--- src/rtl/video_pkg.sv ---
// Shared video constants and the frame-scheduler state encoding.
// The default raster size is also used by the display pipeline.
package video_pkg;

    typedef enum logic [2:0] {
        IDLE,
        WAIT,
        RUN,
        DRAIN,
        DONE
    } sched_state_t;

    localparam int cDefHeight = 480;
    localparam int cDefWidth  = 640;

endpackage

--- src/rtl/pos_skid_buf.sv ---
// Two-entry valid/ready skid buffer. Entry 0 is the head and drives the
// registered outputs, so there is no combinational iReady->oValid path.
module pos_skid_buf #(
    parameter int pPayloadW = 8
) (
    input  logic                 iCLK,
    input  logic                 iRST,
    input  logic                 iPush,
    input  logic [pPayloadW-1:0] iData,
    output logic                 oFull,
    output logic                 oValid,
    output logic [pPayloadW-1:0] oData,
    input  logic                 iReady
);

    logic [1:0]           count;
    logic [pPayloadW-1:0] ent0;
    logic [pPayloadW-1:0] ent1;
    logic                 push;
    logic                 pop;

    assign pop    = (count != 2'd0) && iReady;
    assign push   = iPush && (count != 2'd2);
    assign oFull  = (count == 2'd2);
    assign oValid = (count != 2'd0);
    assign oData  = ent0;

    always_ff @(posedge iCLK) begin
        if (iRST) begin
            count <= 2'd0;
            ent0  <= '0;
            ent1  <= '0;
        end else begin
            case ({push, pop})
                2'b10: begin
                    if (count == 2'd0) ent0 <= iData;
                    else               ent1 <= iData;
                    count <= count + 2'd1;
                end
                2'b01: begin
                    ent0  <= ent1;
                    count <= count - 2'd1;
                end
                2'b11: begin
                    // Count is unchanged; the new word lands behind whatever remains.
                    if (count == 2'd1) begin
                        ent0 <= iData;
                    end else begin
                        ent0 <= ent1;
                        ent1 <= iData;
                    end
                end
                default: ;
            endcase
        end
    end

endmodule

--- src/rtl/video_pos_scheduler.sv ---
// Frame-level sequencer for the Hpos/Vpos generator: paces oCKE into a skid
// buffer and presents (x,y) with SOF/EOL as a valid/ready stream.
module video_pos_scheduler
    import video_pkg::*;
#(
    parameter int pHeight      = cDefHeight,
    parameter int pWidth       = cDefWidth,
    parameter int pBitHeight   = 10,
    parameter int pBitWidth    = 10,
    parameter int pFrameCntBit = 16
) (
    input  logic                    iCLK,
    input  logic                    iRST,
    input  logic                    iEnable,
    input  logic                    iOneShot,
    input  logic                    iVsync,
    input  logic                    iClrErr,
    output logic                    oCKE,
    input  logic [pBitWidth-1:0]    iDwp,
    input  logic [pBitHeight-1:0]   iDhp,
    input  logic                    iFe,
    output logic [pBitWidth-1:0]    oPixX,
    output logic [pBitHeight-1:0]   oPixY,
    output logic                    oSof,
    output logic                    oEol,
    output logic                    oValid,
    input  logic                    iReady,
    output logic                    oBusy,
    output logic                    oFrameDone,
    output logic [pFrameCntBit-1:0] oFrameCnt,
    output logic                    oSyncMiss
);

    localparam int cPayW = pBitWidth + pBitHeight + 2;
    localparam logic [pBitWidth-1:0]  cLastX = pBitWidth'(pWidth - 1);
    localparam logic [pBitHeight-1:0] cLastY = pBitHeight'(pHeight - 1);

    sched_state_t     state;
    logic             enPrev;
    logic             enRise;
    logic             lastIssued;
    logic             feSeen;
    logic             bufFull;
    logic             atLastX;
    logic             lastPix;
    logic             isSof;
    logic [cPayW-1:0] bufData;

    assign atLastX = (iDwp == cLastX);
    assign lastPix = atLastX && (iDhp == cLastY);
    assign isSof   = (iDwp == '0) && (iDhp == '0);
    assign enRise  = iEnable && !enPrev;

    // The last-issued flag keeps a frame at exactly pWidth*pHeight slots.
    assign oCKE  = (state == RUN) && !bufFull && !lastIssued;
    assign oBusy = (state != IDLE);

    pos_skid_buf #(
        .pPayloadW(cPayW)
    ) uSkid (
        .iCLK  (iCLK),
        .iRST  (iRST),
        .iPush (oCKE),
        .iData ({iDwp, iDhp, isSof, atLastX}),
        .oFull (bufFull),
        .oValid(oValid),
        .oData (bufData),
        .iReady(iReady)
    );

    assign {oPixX, oPixY, oSof, oEol} = bufData;

    always_ff @(posedge iCLK) begin
        if (iRST) begin
            state      <= IDLE;
            enPrev     <= 1'b0;
            lastIssued <= 1'b0;
            feSeen     <= 1'b0;
            oFrameDone <= 1'b0;
            oFrameCnt  <= '0;
            oSyncMiss  <= 1'b0;
        end else begin
            enPrev     <= iEnable;
            oFrameDone <= 1'b0;

            if (iClrErr)
                oSyncMiss <= 1'b0;
            else if (iVsync && (state != WAIT))
                oSyncMiss <= 1'b1;

            if (iFe) feSeen <= 1'b1;

            case (state)
                IDLE: begin
                    if (iEnable && (!iOneShot || enRise)) state <= WAIT;
                end
                WAIT: begin
                    if (!iEnable) begin
                        state <= IDLE;
                    end else if (iVsync) begin
                        state      <= RUN;
                        lastIssued <= 1'b0;
                        feSeen     <= 1'b0;
                    end
                end
                RUN: begin
                    if (oCKE && lastPix) begin
                        lastIssued <= 1'b1;
                        state      <= DRAIN;
                    end
                end
                DRAIN: begin
                    // A generator that never pulses iFe parks the sequencer here.
                    if (feSeen && !oValid) begin
                        state      <= DONE;
                        oFrameDone <= 1'b1;
                        oFrameCnt  <= oFrameCnt + pFrameCntBit'(1);
                    end
                end
                DONE: begin
                    state <= (iEnable && !iOneShot) ? WAIT : IDLE;
                end
                default: state <= IDLE;
            endcase
        end
    end

endmodule

--- config.mk ---
export PLATFORM = sky130hd
export DESIGN_NAME = video_pos_scheduler
export DESIGN_NICKNAME = d
export VERILOG_FILES = /design/src/rtl/video_pkg.sv /design/src/rtl/pos_skid_buf.sv /design/src/rtl/video_pos_scheduler.sv
export SDC_FILE = /design/constraint.sdc
export NUM_CORES = 1
export LEC_CHECK = 0
export BUFFER_PORTS_ARGS = -buffer_cell sky130_fd_sc_hd__buf_2
export CAP_MARGIN = 30
export CELL_PAD_IN_SITES_DETAIL_PLACEMENT = 1
export CELL_PAD_IN_SITES_GLOBAL_PLACEMENT = 1
export CORE_ASPECT_RATIO = 0.9
export CORE_MARGIN = 2
export CORE_UTILIZATION = 37
export CTS_BUF_LIST = sky130_fd_sc_hd__clkbuf_8
export CTS_CLUSTER_SIZE = 10
export DETAILED_ROUTE_END_ITERATION = 8
export GPL_ROUTABILITY_DRIVEN = 0
export PLACE_DENSITY = 0.86
export SYNTH_ARGS = -nofsm -noshare
export SYNTH_HDL_FRONTEND = slang
export SYNTH_SLANG_ARGS = --single-unit
--- constraint.sdc ---
create_clock -name iCLK -period 2.1 [get_ports iCLK]
set_input_delay 0.42 -clock iCLK [delete_from_list [all_inputs] [get_ports iCLK]]
set_output_delay 0.42 -clock iCLK [all_outputs]
set_load 0.01 [all_outputs]
==> summary.md, run 1 <==
| Metric | Value |
|---|---|
| Pwr dens | `1090 nW/µm²` |
| Row Count | `31` |
| Placed cell count | `543` |
| Most numerous cell in the Yosys netlist | `dfxtp_1` |
| Clock Tree Root | `clkbuf_8` |
| Failing checks | `negative setup slack` |
| Synth Area in XOR/XNOR | `1.96%` |
| Synth Area in Adders | `between 3 and 4%` |
| Largest stage delay, worst path | `between 0.3 and 0.4 ns` |
| Yosys warning total | `0` |
| Final std cells w/o fill | `562` |
| FF/Latch Area | `1400 µm²` |
| Worst Reg-to-Reg Cells | `10` |
| Reg2Reg Launch Point | `uSkid.count[1]` |
| Starting DRT DRC Count | `~200` |
| CP required | `between 2 and 2.5 ns` |
| Outcome | `complete, but fails checks` |
| Worst slack, placed | `-0.123 ns` |
| Final setup margin | `-0.0152 ns` |
| Initial Utilization | `about two fifths` |
| RSZ-0062 raised after global routing | `yes` |
| Share of cells above drive strength 1 | `28.7%` |
| FILL cells | `about 980` |
| Yosys cell types | `47` |
| Wire per inst | `18.2 µm` |
| DRC | `0` |
| First-pass GRT wire length | `between 15 and 20 mm` |
| Syn nets | `a little over 400` |
| Synth Area in Simple Gates | `27.4%` |
| Synthesized area | `3130 µm²` |
| Compound-Gate Fraction of Synth Area | `16.8%` |
| CTS max path bufs | `2` |
| Critical path's slowest cell | `dfxtp_1` |
| Flops & latches, synth | `70` |
| Synth async-reset ratio | `0%` |
| Seq/Total Area, Yosys | `44.8%` |
| Vias in the first global route | `approximately 3100` |
| Initial antenna violation count | `0` |
| Post-CTS Hold Fix Bufs | `0` |
| Post-synthesis mux area share | `less than 1%` |
| Antenna cells | `0` |
| Post-synth EDFFs | `0` |
| H-tree depth | `3` |
| Slew headroom | `between 60% and 70%` |
| Ys flop type | `dfxtp_1` |
| R2r endpoint | `uSkid.oData[16]` |
| Worst slew pin tran | `0.447 ns` |
| Crit path capture | `uSkid.oData[16]` |
| CP Launch Type | `flop` |
| Worst-path clk slew | `0.08 ns` |
| Chip height | `around 91 µm` |
| Cts bufs inserted | `9` |
| Crit path cell chain | `inv_1 > ha_2 > nand2b_4 > inv_4 > ha_2 > inv_1 > a21oi_4 > buf_6 > a221oi_1 > nor3_1` |
| Synth top cells by count | `dfxtp_1, nand2_1, nor2_1` |
| DR vias/cell | `5.74` |
| Post-layout min period | `2.12 ns` |
| Critical Path Start | `uSkid.count[1]` |
| Post-DP HPWL | `6.50 mm` |
| Max VDD drop | `0.361 mV` |
| Cells after Synth | `about 380` |
| Area contributors post-synth | `dfxtp_1, nand2_1, a221oi_1` |
| Largest net degree at the start of global routing | `54` |
| Buffers on Ports | `70` |
| Setup TNS | `-0.0152 ns` |
| Dominant cell type by area after synthesis | `dfxtp_1` |
| Antenna Nets Post-Route | `0` |
| Hold Vio Cnt, Final | `0` |
| Register-to-register setup slack | `-0.02 ns` |
| Critical path type | `flop to flop` |
| Ports | `71` |
| Grt ovf | `0` |
| Slew Viols, Final | `0` |
| Area growth, synth to finish | `28.2%` |
| DIE AREA | `around 9200 µm²` |
| Crit-path max FO | `6` |
| Core region area | `8150 µm²` |
| CP Capture Type | `flop` |
| Clk_skew | `0.00859 ns` |
| DRT Pass-1 Iters | `4` |
| Fmax | `473 MHz` |
| Critical Path AT | `roughly 2.3 ns` |
| Maxcap violations | `0` |
| LEAKAGE | `1.62 nW` |
| Final net count | `495` |
| Synthesized area per cell | `8.25 µm²` |
| Main combinational cell family by area after synthesis | `simple AND/OR/NAND/NOR gates` |
| Endpoints failing setup | `1` |
| Worst-Skew Late Latency | `0.35 ns` |
| Die X | `between 100 and 150 µm` |
| Gr usage total | `21.2%` |
| Synth top area share | `44.8%` |
| Clock sink count | `70` |
| Drt total wl | `10.2 mm` |
| Multi-input gate area | `1640 µm²` |
| Via count | `3228` |
| TritonCTS clock tree | `built` |
| Worst min path class | `input pin to flop` |
| Tcrit/Tclk final | `101%` |
[sequential cells by signal, indices dropped and copies added (netlist names)]
name,cells
uSkid.ent1,22
uSkid.oData,22
oFrameCnt,16
state,3
uSkid.count,2
enPrev,1
feSeen,1
lastIssued,1
oFrameDone,1
oSyncMiss,1
[per-layer routing]
layer | up-vias | track usage [%] | part of all wire [%]
met3 | 12 | 6.54 | 5.6
li1 | 1517 | - | -
met4 | 0 | 5.97 | 1.5
met2 | 91 | 36.2 | 50
met5 | - | 0 | 0
met1 | 1608 | 25.6 | 43
[where the power goes]
| part | switching, mW | internal, mW | leakage [nW] |
|---|---|---|---|
| clock network | 0.522 | 0.539 | 0.0911 |
| registers | 0.129 | 1.55 | 0.569 |
| logic | 0.959 | 0.685 | 0.959 |
| total | 1.61 | 2.78 | 1.62 |
[worst min-delay path by stage]
| stage | from | endpoint | slack [ns] | cells after the start |
|---|---|---|---|---|
| after floorplan | uSkid.ent1[1] | uSkid.ent1[1] | 0.43 | 2 |
| after global placement | uSkid.ent1[18] | uSkid.ent1[18] | 0.44 | 2 |
| after detailed placement | uSkid.ent1[11] | uSkid.ent1[11] | 0.45 | 2 |
| after CTS | iClrErr | oSyncMiss | 0.22 | 2 |
| after global routing | iClrErr | oSyncMiss | 0.23 | 2 |
| final | iClrErr | oSyncMiss | 0.26 | 2 |
[cells by family after synthesis]
logic type      after synthesis
buf+inv                      36
xor+xnor                      7
fa+ha+maj                     8
compound gates               81
simple gates                175
flops                        70
mux                           2
[final cells by class]
class	count	area share, %
multi-input cells	273	41.0
flip-flops and latches	70	35.0
repair buffers	94	15.2
clock buffers	9	3.09
well taps	99	3.09
clock inverters	6	1.59
inverters	11	1.09
[through the flow]
stage,power (mW),instance area [µm²],util (%),hold WS [ns]
2_1_floorplan,2.56,3130,-,0.428
3_3_place_gp,3.10,3690,45.3,0.441
3_5_place_dp,3.17,3690,45.3,0.449
4_1_cts,4.27,3910,48.0,0.225
5_1_grt,4.66,4010,49.2,0.228
6_report,4.39,4010,49.2,0.257
[worst max-delay path: cells and delay by family, from the launching register on]
family	cells	cell delay, ns
adders and majority gates	2	0.45
buffers and inverters	4	0.48
and+or+nand+nor	2	0.29
DFF	1	0.33
AOI/OAI and AO/OA	2	0.43
[cell usage in the layout (no fill, tap or decap), types with 3 or more instances in the layout]
cell and n:
nor2_1 39, ha_1 4, nand2_1 52, o21ai_0 9, o31ai_1 3, nor3_1 25
dfxtp_1 69, or3_1 4, buf_6 3, buf_4 16, nand3_1 12, or4_1 6
a221oi_1 20, ha_2 3, xnor2_1 5, nor2b_1 4, clkbuf_8 9, nand4_1 7
inv_1 9, buf_2 70, buf_12 4, nor4_1 6, a21oi_1 33, a211oi_1 4
[what timing repair did]
action | CTS | global route
pin swaps | 1 | 10
setup endpoints to repair | 29 | 51
gates resized for setup | 10 | 16
gates cloned | 1 | 2
setup buffers | 0 | 1
Power figures use the tool's default switching activity.
==> run 2: changes to the inputs <==
--- a/config.mk
+++ b/config.mk
@@ -8,15 +8,15 @@
 export BUFFER_PORTS_ARGS = -buffer_cell sky130_fd_sc_hd__buf_2
 export CAP_MARGIN = 30
 export CELL_PAD_IN_SITES_DETAIL_PLACEMENT = 1
-export CELL_PAD_IN_SITES_GLOBAL_PLACEMENT = 1
+export CELL_PAD_IN_SITES_GLOBAL_PLACEMENT = 2
 export CORE_ASPECT_RATIO = 0.9
 export CORE_MARGIN = 2
-export CORE_UTILIZATION = 37
+export CORE_UTILIZATION = 29
 export CTS_BUF_LIST = sky130_fd_sc_hd__clkbuf_8
 export CTS_CLUSTER_SIZE = 10
 export DETAILED_ROUTE_END_ITERATION = 8
 export GPL_ROUTABILITY_DRIVEN = 0
-export PLACE_DENSITY = 0.86
+export PLACE_DENSITY = 0.85
 export SYNTH_ARGS = -nofsm -noshare
 export SYNTH_HDL_FRONTEND = slang
 export SYNTH_SLANG_ARGS = --single-unit
==> summary.md, run 2 (synthesized netlist as in run 1, its figures left out) <==
| Metric | Value |
|---|---|
| Most frequent cells in the layout | `buf_2, dfxtp_1, nand2_1` |
| Gr usage total | `between 10% and 20%` |
| First-pass GRT wire length | `between 15 and 20 mm` |
| Design Power | `roughly 4.3 mW` |
| Post-layout min period | `1.99 ns` |
| LEAKAGE | `1.67 nW` |
| Max VDD drop | `between 0.3 and 0.4 mV` |
| Initial Utilization | `30.1%` |
| RSZ-0062 raised after global routing | `yes` |
| Placed cell count | `578` |
| Ports | `a little over 70` |
| Met1 Use GR | `a little under a quarter` |
| Critical Path AT | `2.27 ns` |
| Tcrit/Tclk final | `between 90% and 100%` |
| Worst slew pin tran | `0.514 ns` |
| Worst min path class | `input pin to flop` |
| Endpoints failing setup | `0` |
| Hold Vio Cnt, Final | `0` |
| Worst-Skew Late Latency | `~0.35 ns` |
| CP Capture Type | `flop` |
| CP required | `2.38 ns` |
| GRT busiest layer | `met2` |
| Outcome | `finished, final reports clean` |
| Flop pwr share | `39.1%` |
| Int Pwr | `around 2.7 mW` |
| Antenna Nets Post-Route | `0` |
| Die X | `113 µm` |
| Chip height | `103 µm` |
| Largest net degree at the start of global routing | `47` |
| Maxcap violations | `0` |
| Vias in the first global route | `3060` |
| Slew headroom | `65.6%` |
| Initial antenna violation count | `0` |
| Worst-path clk slew | `0.07 ns` |
| Comb power frac | `a little under two fifths` |
| Via count | `around 3200` |
| Clk_skew | `~0.0097 ns` |
| Wire per inst | `around 17 µm` |
| TritonCTS clock tree | `built` |
| Slew Viols, Final | `0` |
| Clk pwr share | `22.6%` |
| Share of cells above drive strength 1 | `30.7%` |
| Switch Pwr | `1.58 mW` |
| Post-DP HPWL | `approximately 7.0 mm` |
| Antenna cells | `0` |
| Commonest non-fill, non-tap cell in the layout | `buf_2` |
| Crit-path max FO | `8` |
| DR vias/cell | `approximately 5.2` |
| Clock sink count | `70` |
| Final std cells w/o fill | `between 600 and 700` |
| Critical path type | `flop to flop` |
| Clock Tree Root | `clkbuf_8` |
| Grt ovf | `0` |
| DRC | `0` |
| DRT Pass-1 Iters | `4` |
| M2 GR Usage | `27.3%` |
| Area growth, synth to finish | `31.0%` |
| Final Util | `39.5%` |
| Post-CTS Hold Fix Bufs | `0` |
| H-tree depth | `3` |
| CP Launch Type | `flop` |
| Buffers on Ports | `70` |
| Starting DRT DRC Count | `137` |
| Core region area | `10400 µm²` |
| DIE AREA | `11600 µm²` |
| Fmax | `between 500 and 600 MHz` |
| Cts bufs inserted | `9` |
| Switching share of power | `37.0%` |
| CTS max path bufs | `2` |
| Drt total wl | `slightly above 10 mm` |
| Pwr dens | `1040 nW/µm²` |
| Row Count | `35` |
| Met3 Track Usage GR | `4.41%` |
| Final net count | `503` |
run 2: layout make-up:
class | count | area [µm²]
multi-input cells | 274 | 1670
fillers | 1264 | 6280
inverters | 11 | 41.3
well taps | 129 | 161
repair buffers | 101 | 658
flip-flops and latches | 70 | 1400
clock buffers | 10 | 138
clock inverters | 6 | 30.0
run 2: worst paths after layout:
kind                                      from       endpoint  slack, ns  depth (start not counted)
worst max-delay path            uSkid.count[1]  oFrameCnt[13]       0.11                          7
worst min-delay path                   iClrErr      oSyncMiss       0.23                          2
worst max register to register  uSkid.count[1]  oFrameCnt[13]       0.11                          7
worst min register to register   uSkid.ent1[5]  uSkid.ent1[5]       0.46                          2
run 2: worst max-delay path, cell delays in order (launching register included):
cell	delay [ns]
dfxtp_2	0.32
inv_1	0.09
ha_1	0.17
buf_4	0.18
nand2_2	0.10
or4_4	0.48
or4_1	0.41
a21oi_1	0.16
run 2: power by group through the flow:
stage / Sequential, mW / Combinational [mW] / Clock [mW]
6_report: 1.67 / 1.63 / 0.965
5_1_grt: 1.70 / 1.83 / 1.05
4_1_cts: 1.67 / 1.51 / 0.998
3_5_place_dp: 1.70 / 1.49 / 0
3_3_place_gp: 1.69 / 1.44 / 0
2_1_floorplan: 1.76 / 0.799 / 0
run 2: stage by stage:
| step | area (µm²) | hold slack, ns | TNS [ns] | worst slack (ns) |
|---|---|---|---|---|
| floorplan | 3130 | 0.428 | 0 | 0.0198 |
| global placement | 3750 | 0.441 | 0 | 0.0228 |
| detailed placement | 3750 | 0.450 | -0.641 | -0.0642 |
| CTS | 3940 | 0.214 | 0 | 0.00466 |
| global route | 4100 | 0.228 | -0.282 | -0.0679 |
| finish | 4100 | 0.228 | 0 | 0.107 |
run 2: repair_timing:
action / CTS / global route
buffers inserted: 1 / 2
pin swaps: 2 / 12
resized for setup: 2 / 30
setup endpoints to repair: 16 / 49
cloned: 0 / 4
run 2: metal layers:
metal  share of wire, %  vias to the layer above
met5                  0                        -
met4               0.83                        0
met3                6.3                        9
met2                 46                       81
met1                 47                     1531
li1                   -                     1534
==> run 3: changes to the inputs <==
--- a/config.mk
+++ b/config.mk
@@ -17,6 +17,7 @@
 export DETAILED_ROUTE_END_ITERATION = 8
 export GPL_ROUTABILITY_DRIVEN = 0
 export PLACE_DENSITY = 0.85
+export RECOVER_POWER = 50
 export SYNTH_ARGS = -nofsm -noshare
 export SYNTH_HDL_FRONTEND = slang
 export SYNTH_SLANG_ARGS = --single-unit
==> summary.md, run 3 (synthesized netlist as in run 1, its figures left out) <==
| Metric | Value |
|---|---|
| Outcome | `finished, final reports clean` |
| R2r endpoint | `uSkid.oData[15]` |
| Tcrit/Tclk final | `between 90% and 100%` |
| Cell area after layout | `4040 µm²` |
| Drt total wl | `10.3 mm` |
| CP required | `2.36 ns` |
| Starting DRT DRC Count | `roughly 130` |
| RSZ-0062 raised after global routing | `yes` |
| First-pass GRT wire length | `15.6 mm` |
| Critical path type | `flop to flop` |
| Wire per inst | `17.1 µm` |
| Endpoints failing setup | `0` |
| Pwr dens | `1040 nW/µm²` |
| Crit path cell chain | `inv_1 > ha_1 > nor2_2 > nand2_2 > inv_2 > ha_2 > nand2b_4 > a21oi_4 > buf_6 > a221oi_1 > nor3_1` |
| Grt ovf | `0` |
| CTS max path bufs | `2` |
| Max VDD drop | `0.377 mV` |
| Largest stage delay, worst path | `0.33 ns` |
| Worst-Skew Late Latency | `0.35 ns` |
| WHS Path Cells | `2` |
| Hold Vio Cnt, Final | `0` |
| Slew headroom | `between 20% and 30%` |
| LEAKAGE | `1.50 nW` |
| H-tree depth | `3` |
| Clock Tree Root | `clkbuf_8` |
| Slew Viols, Final | `0` |
| Fmax | `501 MHz` |
| TritonCTS clock tree | `built` |
| Via count | `3191` |
| DRT Pass-1 Iters | `5` |
| Buffers on Ports | `70` |
| Post-layout min period | `2.00 ns` |
| Hold Crit Endpoint | `oSyncMiss` |
| Reg2Reg Launch Point | `uSkid.count[0]` |
| Worst-path clk slew | `approximately 0.07 ns` |
| CP Launch Type | `flop` |
| Critical path's slowest cell | `dfxtp_1` |
| DIE AREA | `between 10000 and 15000 µm²` |
| Clk_skew | `0.00702 ns` |
| Commonest non-fill, non-tap cell in the layout | `dfxtp_1` |
| Buf+Inv Stages, Crit Path | `3` |
| Gr usage total | `17.0%` |
| Switching share of power | `37.5%` |
| Initial antenna violation count | `0` |
| Antenna cells | `0` |
| Switch Pwr | `1.58 mW` |
| Initial Utilization | `30.1%` |
| Post-DP Area | `3750 µm²` |
| Area growth, synth to finish | `29.2%` |
| Flop pwr share | `39.7%` |
| Critical Path AT | `between 2 and 2.5 ns` |
| Die X | `113 µm` |
| Cts bufs inserted | `9` |
| Post-DP HPWL | `6.96 mm` |
| Largest net degree at the start of global routing | `47` |
| Worst slew pin tran | `1.11 ns` |
| Ports | `71` |
| Core region area | `around 10000 µm²` |
| Final net count | `between 500 and 600` |
| Delay-heaviest family, CP | `simple AND/OR/NAND/NOR gates` |
| Clock sink count | `70` |
| Vias in the first global route | `3060` |
| Int Pwr | `roughly 2.6 mW` |
| Chip height | `103 µm` |
| CP Capture Type | `flop` |
| Row Count | `35` |
| Share of cells above drive strength 1 | `21.8%` |
| Comb power frac | `37.5%` |
| DRC | `0` |
| Clk pwr share | `22.8%` |
| Most frequent cells in the layout | `dfxtp_1, nand2_1, clkbuf_1` |
| Antenna Nets Post-Route | `0` |
| Worst Reg-to-Reg Cells | `11` |
| Min-delay src | `iClrErr` |
| Post-CTS Hold Fix Bufs | `0` |
| DR vias/cell | `5.31` |
| Setup TNS | `0 ns` |
| Crit-path max FO | `8` |
| Worst min path class | `input pin to flop` |
| Maxcap violations | `0` |
| Register-to-register setup slack | `0.10 ns` |
[run 3: cell types whose count changed in the layout (fill, tap and decap cells not counted)]
| cell | change |
|---|---|
| clkbuf_1 | +42 |
| buf_2 | -40 |
| buf_4 | -2 |
[run 3: per-stage QoR]
step                      setup slack (ns)  total power [mW]  hold slack (ns)  std cells  util, %
after floorplan                     0.0198              2.56            0.428        379        -
after global placement              0.0228              3.13            0.441        578     36.2
after detailed placement           -0.0642              3.18            0.450        578     36.2
after CTS                          0.00466              4.17            0.214        595     37.9
after global routing               -0.0679              4.53            0.228        601     38.9
final                                0.103              4.22            0.228        601     38.9
[run 3: layer usage]
layer | GRT usage (%) | up-vias | routed length [µm] | part of all wire, %
met2 | 27.3 | 88 | 4700 | 46
met3 | 4.41 | 11 | 639 | 6.2
met4 | 5.25 | 0 | 93 | 0.91
met5 | 0 | - | 0 | 0
met1 | 22.7 | 1559 | 4820 | 47
li1 | - | 1533 | - | -
[run 3: final cells by class]
type | instances | area [µm²]
clock buffer | 10 | 138
clock inverter | 6 | 30.0
fill | 1285 | 6340
inverter | 11 | 41.3
multi-input combinational | 274 | 1670
sequential | 70 | 1400
tap | 129 | 161
timing repair buffer | 101 | 601
[run 3: worst max-delay path by stage]
stage                         from         endpoint  slack [ns]  cells past startpoint
CTS                 uSkid.count[1]   uSkid.ent1[17]       0.005                     10
floorplan           uSkid.count[0]  uSkid.oData[10]        0.02                     11
detailed placement  uSkid.count[1]  uSkid.oData[14]       -0.06                      8
global route        uSkid.count[0]  uSkid.oData[15]       -0.07                     11
global placement    uSkid.count[1]  uSkid.oData[13]        0.02                      8
finish              uSkid.count[0]  uSkid.oData[15]        0.10                     11
[run 3: power groups by stage]
stage | combinational (mW) | clock [mW] | sequential, mW
final | 1.58 | 0.963 | 1.67
after global placement | 1.44 | 0 | 1.69
after floorplan | 0.799 | 0 | 1.76
after CTS | 1.51 | 0.998 | 1.67
after detailed placement | 1.49 | 0 | 1.70
after global routing | 1.78 | 1.05 | 1.70
[run 3: what timing repair did]
action | 4_1_cts | 5_1_grt
setup buffers | 1 | 2
pin swaps | 2 | 12
cloned | 0 | 4
resized for setup | 2 | 30
setup endpoints to repair | 16 | 49
